===== config.mk =====
export PLATFORM = sky130hd
export DESIGN_NAME = atm_keypad_initiator
export DESIGN_NICKNAME = d
export VERILOG_FILES = /design/src/rtl/atm_keypad_initiator.sv
export SDC_FILE = /design/constraint.sdc
export NUM_CORES = 1
export LEC_CHECK = 0
export BUFFER_PORTS_ARGS = -buffer_cell sky130_fd_sc_hd__buf_2
export CORE_MARGIN = 2
export CORE_UTILIZATION = 35
export CTS_CLUSTER_DIAMETER = 50
export CTS_CLUSTER_SIZE = 20
export DETAILED_ROUTE_END_ITERATION = 8
export GPL_TIMING_DRIVEN = 0
export MAX_ROUTING_LAYER = met4
export PLACE_DENSITY = 0.68
export SYNTH_ARGS = -nofsm -noshare
export SYNTH_HDL_FRONTEND = slang
export SYNTH_SLANG_ARGS = --single-unit

===== constraint.sdc =====
create_clock -name clk -period 3.2 [get_ports clk]
set_input_delay 0 -clock clk [delete_from_list [all_inputs] [get_ports clk]]
set_output_delay 0 -clock clk [all_outputs]
set_load 0.02 [all_outputs]

===== src/rtl/atm_keypad_initiator.sv =====
// atm_keypad_initiator: collects keypad entries, issues one ATM request and reports its outcome.
module atm_keypad_initiator #(
  parameter int TIMEOUT_CYC = 64,
  parameter int AMT_DIGITS = 6,
  parameter logic [3:0] NO_ACC = 4'hF
) (
  input  logic        clk,
  input  logic        rst,
  input  logic [3:0]  key,
  input  logic        key_valid,
  input  logic        lang_sel,
  input  logic [2:0]  atm_state,
  input  logic        atm_success,
  input  logic [31:0] atm_balance,
  output logic [3:0]  acc_num,
  output logic [15:0] pin,
  output logic [15:0] new_pin,
  output logic [31:0] amount,
  output logic [2:0]  operation,
  output logic        language,
  output logic        busy,
  output logic        done,
  output logic [1:0]  result,
  output logic [31:0] bal_out
);
  localparam int TW = $clog2(TIMEOUT_CYC + 1);
  typedef enum logic [2:0] {S_ACC, S_PIN, S_OP, S_AMT, S_NPIN, S_ISSUE, S_BUSY, S_DONE} state_t;
  state_t r_state;
  logic [3:0] r_acc;
  logic r_acc_ok;
  logic [7:0] r_cnt;
  logic [2:0] r_op;
  logic [TW-1:0] r_tmo;
  logic r_seen;
  logic w_dig, w_ent, w_clr, w_col, w_wipe, w_go, w_fin, w_op_st, w_tmo;
  logic [1:0] w_res;
  logic [2:0] w_go_op;
  logic [31:0] w_amt;
  assign w_dig = key_valid && key <= 4'd9;
  assign w_ent = key_valid && key == 4'hA;
  assign w_clr = key_valid && key == 4'hB;
  assign w_col = r_state inside {S_ACC, S_PIN, S_OP, S_AMT, S_NPIN};
  // cancel, menu exit and the single DONE cycle all funnel into the same wipe
  assign w_wipe = (w_col && key_valid && key == 4'hC) || (r_state == S_OP && w_dig && key == 4'd5) || r_state == S_DONE;
  assign w_go = (r_state == S_OP && w_dig && key == 4'd1) || (r_state == S_AMT && w_ent && r_cnt != 8'd0) ||
                (r_state == S_NPIN && w_ent && r_cnt == 8'd4);
  assign w_go_op = r_state == S_OP ? 3'd3 : r_op;
  assign w_op_st = atm_state >= 3'd3 && atm_state <= 3'd6;
  assign w_tmo = r_tmo == TW'(TIMEOUT_CYC - 1);
  // a WAITING return seen in BUSY wins over an expiring timeout
  assign w_fin = (r_state == S_ISSUE && w_tmo) || (r_state == S_BUSY && (atm_state == 3'd0 || w_tmo));
  assign w_res = (r_state == S_BUSY && atm_state == 3'd0) ? (r_seen ? {1'b0, !atm_success} : 2'd2) : 2'd3;
  assign w_amt = (amount << 3) + (amount << 1) + {28'd0, key};
  always_ff @(posedge clk or negedge rst) begin
    if (!rst) begin
      r_state <= S_ACC;
      r_acc <= '0;
      r_acc_ok <= 1'b0;
      r_cnt <= '0;
      r_op <= '0;
      r_tmo <= '0;
      r_seen <= 1'b0;
      acc_num <= NO_ACC;
      pin <= '0;
      new_pin <= '0;
      amount <= '0;
      operation <= '0;
      language <= 1'b0;
      busy <= 1'b0;
      done <= 1'b0;
      result <= '0;
      bal_out <= '0;
    end else begin
      done <= 1'b0;
      case (r_state)
        S_ACC:
          if (w_dig) begin
            if (!r_acc_ok) language <= lang_sel;
            r_acc <= key;
            r_acc_ok <= 1'b1;
          end else if (w_clr) begin
            r_acc <= '0;
            r_acc_ok <= 1'b0;
          end else if (w_ent && r_acc_ok) r_state <= S_PIN;
        S_PIN:
          if (w_dig && r_cnt < 8'd4) begin
            pin <= {pin[11:0], key};
            r_cnt <= r_cnt + 8'd1;
          end else if (w_clr) begin
            pin <= '0;
            r_cnt <= '0;
          end else if (w_ent && r_cnt == 8'd4) begin
            r_cnt <= '0;
            r_state <= S_OP;
          end
        S_OP:
          if (w_dig && key inside {[4'd2:4'd4]}) begin
            r_op <= 3'(key + 4'd2);
            r_state <= key == 4'd4 ? S_NPIN : S_AMT;
          end
        S_AMT:
          if (w_dig && r_cnt < 8'(AMT_DIGITS)) begin
            amount <= w_amt;
            r_cnt <= r_cnt + 8'd1;
          end else if (w_clr) begin
            amount <= '0;
            r_cnt <= '0;
          end
        S_NPIN:
          if (w_dig && r_cnt < 8'd4) begin
            new_pin <= {new_pin[11:0], key};
            r_cnt <= r_cnt + 8'd1;
          end else if (w_clr) begin
            new_pin <= '0;
            r_cnt <= '0;
          end
        S_ISSUE: begin
          r_seen <= w_op_st;
          r_tmo <= r_tmo + TW'(1);
          if (atm_state != 3'd0) r_state <= S_BUSY;
        end
        S_BUSY: begin
          r_seen <= r_seen || w_op_st;
          r_tmo <= r_tmo + TW'(1);
        end
        default: ;
      endcase
      if (w_go) begin
        r_state <= S_ISSUE;
        acc_num <= r_acc;
        operation <= w_go_op;
        busy <= 1'b1;
        r_tmo <= '0;
        r_seen <= 1'b0;
      end
      if (w_fin) begin
        r_state <= S_DONE;
        done <= 1'b1;
        result <= w_res;
        bal_out <= atm_balance;
      end
      if (w_wipe) begin
        r_state <= S_ACC;
        r_acc <= '0;
        r_acc_ok <= 1'b0;
        r_cnt <= '0;
        r_op <= '0;
        acc_num <= NO_ACC;
        pin <= '0;
        new_pin <= '0;
        amount <= '0;
        operation <= '0;
        language <= 1'b0;
        busy <= 1'b0;
      end
    end
  end
endmodule


# Word level (Yosys, flattened, before mapping)
# Cells that the tools add are included.
# totals
register_bits	135
in_bits	44
out_inout_bits	108
wordCells	174
# op_classes
addsub	5
n_lt_le_gt_ge	7
eq_ne	25
muxes	61
n_reduce_logical	59
# ops
cell	count
$mux 32	4
$mux 16	7
$mux 8	7
$mux 3	18
$add 32x32->32	1
$add 32x4->32	1
$mux 4	6
$pmux 8 s3	1
$logic_and 1x1->1	22
$ne 5x4->1 const B	4
$ne 5x5->1 const B	4
$reduce_bool 2->1	9
$lt 8x3->1 const B	2
$reduce_bool 3->1	5
$mux 7	2
$eq 3x3->1 const B	4
$eq 4x4->1 const B	3
$mux 1	12
$pmux 3 s4	1
$reduce_and 2->1	6
$reduce_and 9->1	1
$add 8x1->8 const B	1
$eq 4x3->1 const B	2
$eq 8x3->1 const B	1
24 further kinds	33

# Longest topological paths before layout
# Gate-level depths: netlist (run 1).
# logic_depth
ltp_word	10
depth_mapped	11

# Worst setup path before layout (run 1)
# OpenSTA, ideal clock, no wires.
# synth_path
path_type	register to register
startpoint	reg amount[0]
endpoint	reg amount[29]
setup_ns	0.122
arrival_time_ns	3.031
required_ns	3.078
setup_slack_ns	0.047
path_stages_with_launch	12
n_path_buf	0
synth_period_minus_slack_ns	3.153
path_cell_list	dfrtp_1 inv_1 fa_1 inv_1 ha_1 a211o_1 a211oi_2 o31ai_4 o21ai_1 a2111oi_0 or3_1 a32o_1
# synth_via
elab_chain_cells	5
# synth_rtl
element	line	source
start, declared	18	output logic [31:0] amount,
start signal, assigned	103	amount <= w_amt;
$add 32x32->32	53	assign w_amt = (amount << 3) + (amount << 1) + {28'd0, key};
$add 32x4->32	53	
$mux 32	102	if (w_dig && r_cnt < 8'(AMT_DIGITS)) begin
$mux 32	75	case (r_state)
$mux 32	142	if (w_wipe) begin
# No other way between the ends. The select of a mux whose other input is x is not followed.
# A chain may end at the register's enable or synchronous reset.

# Worst setup path after layout (run 1)
# layout_path
startpoint	reg amount[2]
endpoint	reg amount[31]
# Same word-level chain as after synthesis.

==> flow_summary_export.csv, run 1 <==
group,metric,value,unit
clock_tree,cts_made_buffers,17,
global_routing,grt_max_degree,70,
setup_path,critPathCaptureType,"register",
floorplan,die_area,22810,um2
sta,hold_violations,0,
final_layout,fin_area,9744,um2
synthesis,ys_types,67,
synthesis,async_flop_share,100.0,%
setup_path,startpoint_type,"register",
synthesis,synthTopCellsByCount,"131 x dfrtp_1, 72 x nand2_1, 62 x ha_1",
final_layout,nFillCells,1972,
synthesis,yosysMostFrequentCell,"dfrtp_1",
synthesis,yosysSeqAreaShare,44.72,%
sta,max_freq,318.1,MHz
synthesis,synthCells,732,
detailed_routing,route.met2.wl,9538,um
power_and_ir_drop,power_density,917.9,nW/um2
global_routing,gr-usage-all-layers,18.32,%
synthesis,synth_top_area_cell,"dfrtp_1",
place,placedCellCount,1159,
synthesis,synthAdderAreaFrac,10.78,%
final_layout,synthToLayoutAreaGrowth,28.79,%
synthesis,synth_top_family_by_area,"compound AO/OA/AOI/OAI gates",
detailed_routing,wire_per_inst,16.12,um
setup_path,slowest_stage,"or4_4",
detailed_routing,drtAntennaViolNets,0,
synthesis,syn_avg_cell_area,10.34,um2
final_layout,final_cells,1232,
detailed_routing,vias,6481,
place,placed_area,8700,um2
detailed_routing,firstDrtPassIters,5,
final_layout,drive_gt1_share,27.17,%
setup_path,critical_path_class,"register to register",
floorplan,coreArea,21090,um2
power_and_ir_drop,leakage,4.938,nW
global_routing,antenna_found_initial,0,
sta,tightestPinTransition,0.9697,ns
place,dpl.hpwl,14070,um
sta,finalCriticalPeriod,3.143,ns
power_and_ir_drop,ir_drop,0.0003795,V
setup_path,path_buf_inv,2,
status,status,"finished, final reports clean",
sta,fin_crit_sh,98.23,%
detailed_routing,met1Wirelength,9144,um
setup_path,crit_chain,"inv_2 -> fa_1 -> inv_2 -> ha_1 -> a211o_1 -> a211oi_2 -> o31ai_4 -> a31oi_4 -> or4_4 -> a311o_1 -> nand3_1",
worst_hold_path,hold_class,"input pin to register",
floorplan,io_pins,152,
global_routing,grt_pass1_vias,6238,
synthesis,synth_edf_count,0,
synthesis,synth_compound_area_share,20.13,%
sta,skew,0.01270,ns
place,globalplace.congestion,0.8725,
power_and_ir_drop,fin_total_pwr,0.008944,W
detailed_routing,dr.first_iter.drc_count,369,
synthesis,syn-num-nets,840,
clock_tree,cts_buffer_depth,2,
place,io_buffers,151,
global_routing,grt_overflow,0,
clock_tree,cts_tree,"built",
sta,setup_viol,0,
clock_tree,htree_levels,4,
flow_run,maxCapViolations,0,
clock_tree,clk_latency,0.44,ns
synthesis,synth_top_area_share,43.33,%
synthesis,yosys_warnings,0,
synthesis,synth-seq-cells,135,
clock_tree,cts_root_buf,"clkbuf_16",
detailed_routing,met3_length,812,um
setup_path,required,3.56,ns
clock_tree,cts.sinks,135,
final_layout,nets,1052,
setup_path,crit_top_cell,"inv_2",
global_routing,grt_pass1_wl,32020,um
synthesis,syn_area,7566,um2
detailed_routing,highest_layer,"met4",
detailed_routing,viasPerCell,5.261,
floorplan,die_y,151.0,um
setup_path,crit_family,"compound AO/OA/AOI/OAI gates",
synthesis,synth_mux_area_share,5.160,%
setup_path,crit_path_max_fanout,4,
synthesis,ys.flop_type,"dfrtp_1",
sta,finalMaxSlewViolations,0,
final_layout,n_antenna_cell,0,
clock_tree,path_clk_slew,0.07,ns
synthesis,synth_simple_gate_area_share,13.13,%
synthesis,synth_area_leaders,"dfrtp_1 43%, ha_1 10%, mux2_2 4.8%, a22o_1 3.7%, nand2_1 3.6%",
detailed_routing,drc,0,
sta,rsz0062_at_grt,"yes",
detailed_routing,wl,19860,um
floorplan,initial_core_util,35.88,%
floorplan,fp-row-count,53,
synthesis,synth_xor_area_share,3.357,%
sta,hold_ws,0.007390,ns
floorplan,die_w,151.0,um
setup_path,slowest_delay,0.53,ns
setup_path,cp_data_arrival_time,3.51,ns
sta,max-slew-margin-rel,34.76,%
worst min-delay path, stage by stage:
cell     delay, ns
buf_2         0.17
nand2_1       0.13
o21ai_0       0.08
power breakdown:
part           switching (W)  leakage [nW]  internal, W
clock network       0.000932         0.295      0.00106
registers           0.000492          1.73      0.00234
logic                0.00253          2.92      0.00159
total                0.00395          4.94      0.00499
metal layers:
metal,GRT usage (%),vias to the layer above
met5,-,-
met4,5.701,0
met3,3.283,25
met2,27.93,142
met1,24.91,3180
li1,-,3134
flip-flops by register name, summed over array words and instances (netlist names):
| name | count |
|---|---|
| amount | 32 |
| bal_out | 32 |
| new_pin | 16 |
| pin | 16 |
| r_cnt | 8 |
| r_tmo | 7 |
| acc_num | 4 |
| r_acc | 4 |
| operation | 3 |
| r_op | 3 |
| r_state | 3 |
| result | 2 |
| busy | 1 |
| done | 1 |
| language | 1 |
| r_acc_ok | 1 |
| r_seen | 1 |
area by class of cell:
| class | count | area (um2) | share of cell area [%] |
|---|---|---|---|
| Tap cell | 275 | 344.1 | 3.531 |
| Sequential cell | 135 | 3385 | 34.73 |
| Timing Repair Buffer | 193 | 1192 | 12.24 |
| Clock inverter | 15 | 171.4 | 1.759 |
| Buffer | 33 | 146.4 | 1.502 |
| Inverter | 16 | 60.06 | 0.6163 |
| Multi-Input combinational cell | 548 | 4020 | 41.26 |
| Clock buffer | 17 | 425.4 | 4.366 |
logic make-up (layout without fill, tap and decap cells):
group                      count (synthesis)  in the layout
AOI/OAI and AO/OA                        219            219
and+or+nand+nor                          201            201
DFF                                      135            135
adders and majority gates                 64             64
buffers and inverters                     49            274
muxes                                     35             35
xor gates and xnor gates                  29             29
timing repair:
| action | in CTS | in global routing |
|---|---|---|
| buffers inserted | 2 | 1 |
| pin swaps | 5 | 10 |
| hold endpoints to repair | 107 | 0 |
| hold buffers | 38 | 0 |
| endpoints found under the setup margin | 9 | 10 |
| resized for setup | 4 | 11 |
placed cells by master (no fill, tap or decap), types with 4 or more instances in the layout:
cell type,count
o22ai_1,5
dfrtp_1,130
nand3_1,12
nor2_1,46
nor3_1,6
clkbuf_1,21
buf_4,6
a21o_1,26
dlygate4sd3_1,38
nor3b_1,5
nand2_1,72
inv_1,13
inv_6,4
a211oi_1,5
a31oi_1,6
a32o_1,4
a21oi_1,35
inv_8,7
and2_1,7
xnor2_1,12
nand2b_1,5
buf_2,159
nand4_1,12
and3_1,7
a22oi_1,4
o211ai_1,7
ha_1,61
nor2b_1,4
o21ai_0,51
xor2_1,17
o21a_1,5
o21bai_1,5
mux2_2,32
clkbuf_16,17
dfstp_2,4
a22o_1,32
metrics by stage:
stage	worst slack, ns	utilization, %	setup TNS (ns)
6_report	0.05657	46.21	0
5_1_grt	-0.02874	46.21	-0.07105
4_1_cts	0.007437	46.02	0
3_5_place_dp	-0.1821	41.25	-0.8160
3_3_place_gp	-0.1831	41.09	-0.6180
2_1_floorplan	0.04703	-	0
path summary, 6_finish.rpt:
check / start / end / slack (ns) / cells past startpoint
max in group asynchronous: rst / bal_out[30] / 2.29 / 3
worst max register to register: amount[2] / amount[31] / 0.06 / 11
min in group asynchronous: rst / amount[9] / 0.14 / 2
worst min register to register: r_cnt[4] / r_cnt[4] / 0.48 / 1
worst min-delay path: key[3] / new_pin[3] / 0.007 / 3
worst max-delay path: amount[2] / amount[31] / 0.06 / 11
No activity file was read; power rests on OpenSTA's default activity.
==> run 2, diff against run 1 <==
Settings changed: CORE_ASPECT_RATIO set to 0.7, GPL_ROUTABILITY_DRIVEN set to 0.
==> run 2 against run 1 <==
- register-to-register slack about the same
- design area down 0.13%
- critical path depth unchanged
- global-route usage up 0.38 points
- clock-buffer cell count up 2
- utilization up 0.19 points
- clock power down 6%
- first-iteration DRC count up 31%
- flip-flop and latch count unchanged
- die area about the same
- combinational power up 1%
- critical path type unchanged
- critical endpoint is now amount[29]
==> flow_summary_export.csv, run 2 (synthesized netlist as in run 1, its figures left out) <==
group,metric,value,unit
status,status,"finished, final reports clean",
power_and_ir_drop,ir_drop,0.0004221,V
clock_tree,cts.sinks,135,
setup_path,cp_data_arrival_time,3.43,ns
sta,fin_crit_sh,98.00,%
global_routing,grt_pass1_vias,6220,
setup_path,r2r_slack,0.06,ns
setup_path,crit_path_max_fanout,4,
setup_path,worstSetupEndpoint,"amount[29]",
detailed_routing,drc,0,
sta,skew,0.01859,ns
setup_path,r2r-start,"amount[0]",
detailed_routing,firstDrtPassIters,5,
sta,max_freq,318.9,MHz
final_layout,nFillCells,1986,
clock_tree,clk_latency,0.42,ns
final_layout,layout_commonest_cell,"buf_2",
setup_path,required,3.50,ns
floorplan,die_area,22830,um2
final_layout,layout_common_cells,"159 x buf_2, 130 x dfrtp_1, 72 x nand2_1",
clock_tree,cts_tree,"built",
power_and_ir_drop,leakage,4.925,nW
sta,finalMaxSlewViolations,0,
setup_path,critPathLaunch,"amount[0]",
clock_tree,htree_levels,4,
setup_path,critical_path_class,"register to register",
global_routing,grt_max_degree,70,
place,post-place-ws,-0.1996,ns
flow_run,maxCapViolations,0,
global_routing,antenna_found_initial,0,
final_layout,n_antenna_cell,0,
detailed_routing,wl,20450,um
floorplan,io_pins,152,
setup_path,r2r_cells,11,
sta,setup_viol,0,
place,dpl.hpwl,14520,um
final_layout,synthToLayoutAreaGrowth,28.63,%
setup_path,startpoint_type,"register",
global_routing,grt_pass1_wl,33430,um
clock_tree,path_clk_slew,0.06,ns
place,io_buffers,151,
detailed_routing,dr.first_iter.drc_count,482,
global_routing,grt_overflow,0,
clock_tree,cts_buffer_depth,2,
detailed_routing,drtAntennaViolNets,0,
setup_path,critPathCaptureType,"register",
floorplan,die_y,127.0,um
clock_tree,cts_root_buf,"clkbuf_16",
final_layout,reg.largest.list,"amount x32, bal_out x32",
floorplan,die_w,179.7,um
setup_path,reg2reg_to,"amount[29]",
detailed_routing,viasPerCell,5.224,
final_layout,nets,1053,
sta,finalCriticalPeriod,3.136,ns
global_routing,gr-usage-all-layers,18.69,%
sta,max-slew-margin-rel,34.71,%
sta,tightestPinTransition,0.9704,ns
detailed_routing,wire_per_inst,16.58,um
sta,hold_violations,0,
clock_tree,cts_made_buffers,17,
floorplan,fp-row-count,44,
power_and_ir_drop,power_density,914.9,nW/um2
detailed_routing,vias,6447,
sta,worst_slack,0.06396,ns
worst_hold_path,hold_class,"input pin to register",
floorplan,coreArea,20980,um2
floorplan,initial_core_util,36.07,%
sta,rsz0062_at_grt,"yes",
final_layout,postLayoutCoreUtil,46.40,%
final_layout,drive_gt1_share,27.04,%
[run 2: cell types whose count changed in the layout (fill, tap and decap cells not counted), sizes merged]
cell | previous run | this run
buf | 167 | 168
bufinv | 0 | 1
clkbuf | 38 | 40
clkinv | 4 | 5
inv | 27 | 19
clkinvlp | 0 | 4
[run 2: worst min-delay path by stage]
stage / start / end / slack [ns] / depth (start not counted)
floorplan: rst / amount[0] / -0.30 / 0
detailed placement: rst / bal_out[2] / 0.05 / 1
CTS: atm_state[1] / result[1] / 0.08 / 4
global route: atm_state[1] / result[1] / 0.1 / 4
global placement: atm_balance[29] / bal_out[29] / 0.23 / 2
finish: atm_state[2] / r_seen / 0.09 / 5
[run 2: layout make-up]
type	instances	area, um2	share of cell area [%]
sequential	135	3385	34.78
clock inverter	13	122.6	1.260
clock buffer	19	442.9	4.551
multi-input combinational	548	4030	41.41
timing repair buffer	194	1200	12.33
buffer	33	146.4	1.504
inverter	16	60.06	0.6171
tap	276	345.3	3.548
[run 2: worst max-delay path: stages (launching register included)]
cell and delay, ns:
dfrtp_1 0.35, inv_1 0.06, fa_1 0.49, inv_1 0.06, ha_1 0.29, a211o_1 0.31, a211oi_4 0.27, o31ai_4 0.14
o21ai_2 0.29, a2111oi_2 0.12, or3_1 0.36, a32o_1 0.27
[run 2: power by group]
part | internal, W | switching [W] | total (W)
Clock | 0.00110 | 0.000784 | 0.00188
Combinational | 0.00160 | 0.00256 | 0.00417
Sequential | 0.00234 | 0.000510 | 0.00285
[run 2: metal layers]
layer  GRT usage [%]  share of wire [%]  vias to the layer above
li1                -                  -                     3136
met1           27.19                 51                     3102
met2           25.76                 42                      188
met3           4.846                5.9                       21
met4           4.591                1.4                        0
met5               -                  0                        -
[run 2: repair_timing]
| action | in CTS | in global routing |
|---|---|---|
| setup endpoints to repair | 9 | 9 |
| buffers inserted | 2 | 2 |
| hold buffers | 38 | 0 |
| endpoints found under the hold margin | 108 | 0 |
| cloned | 0 | 0 |
| resized for setup | 3 | 13 |
| pin swaps | 3 | 9 |
[run 2: through the flow]
stage / TNS, ns / total power [W] / hold WS, ns / area, um2 / cells
6_report: 0 / 0.008904 / 0.08781 / 9732 / 1234
5_1_grt: -0.06493 / 0.009567 / 0.09769 / 9732 / 1234
4_1_cts: 0 / 0.008884 / 0.08066 / 9674 / 1232
2_1_floorplan: 0 / 0.005628 / -0.2956 / 7566 / 732
3_3_place_gp: -0.9271 / 0.006815 / 0.2321 / 8667 / 1159
3_5_place_dp: -0.8764 / 0.006900 / 0.05404 / 8701 / 1160
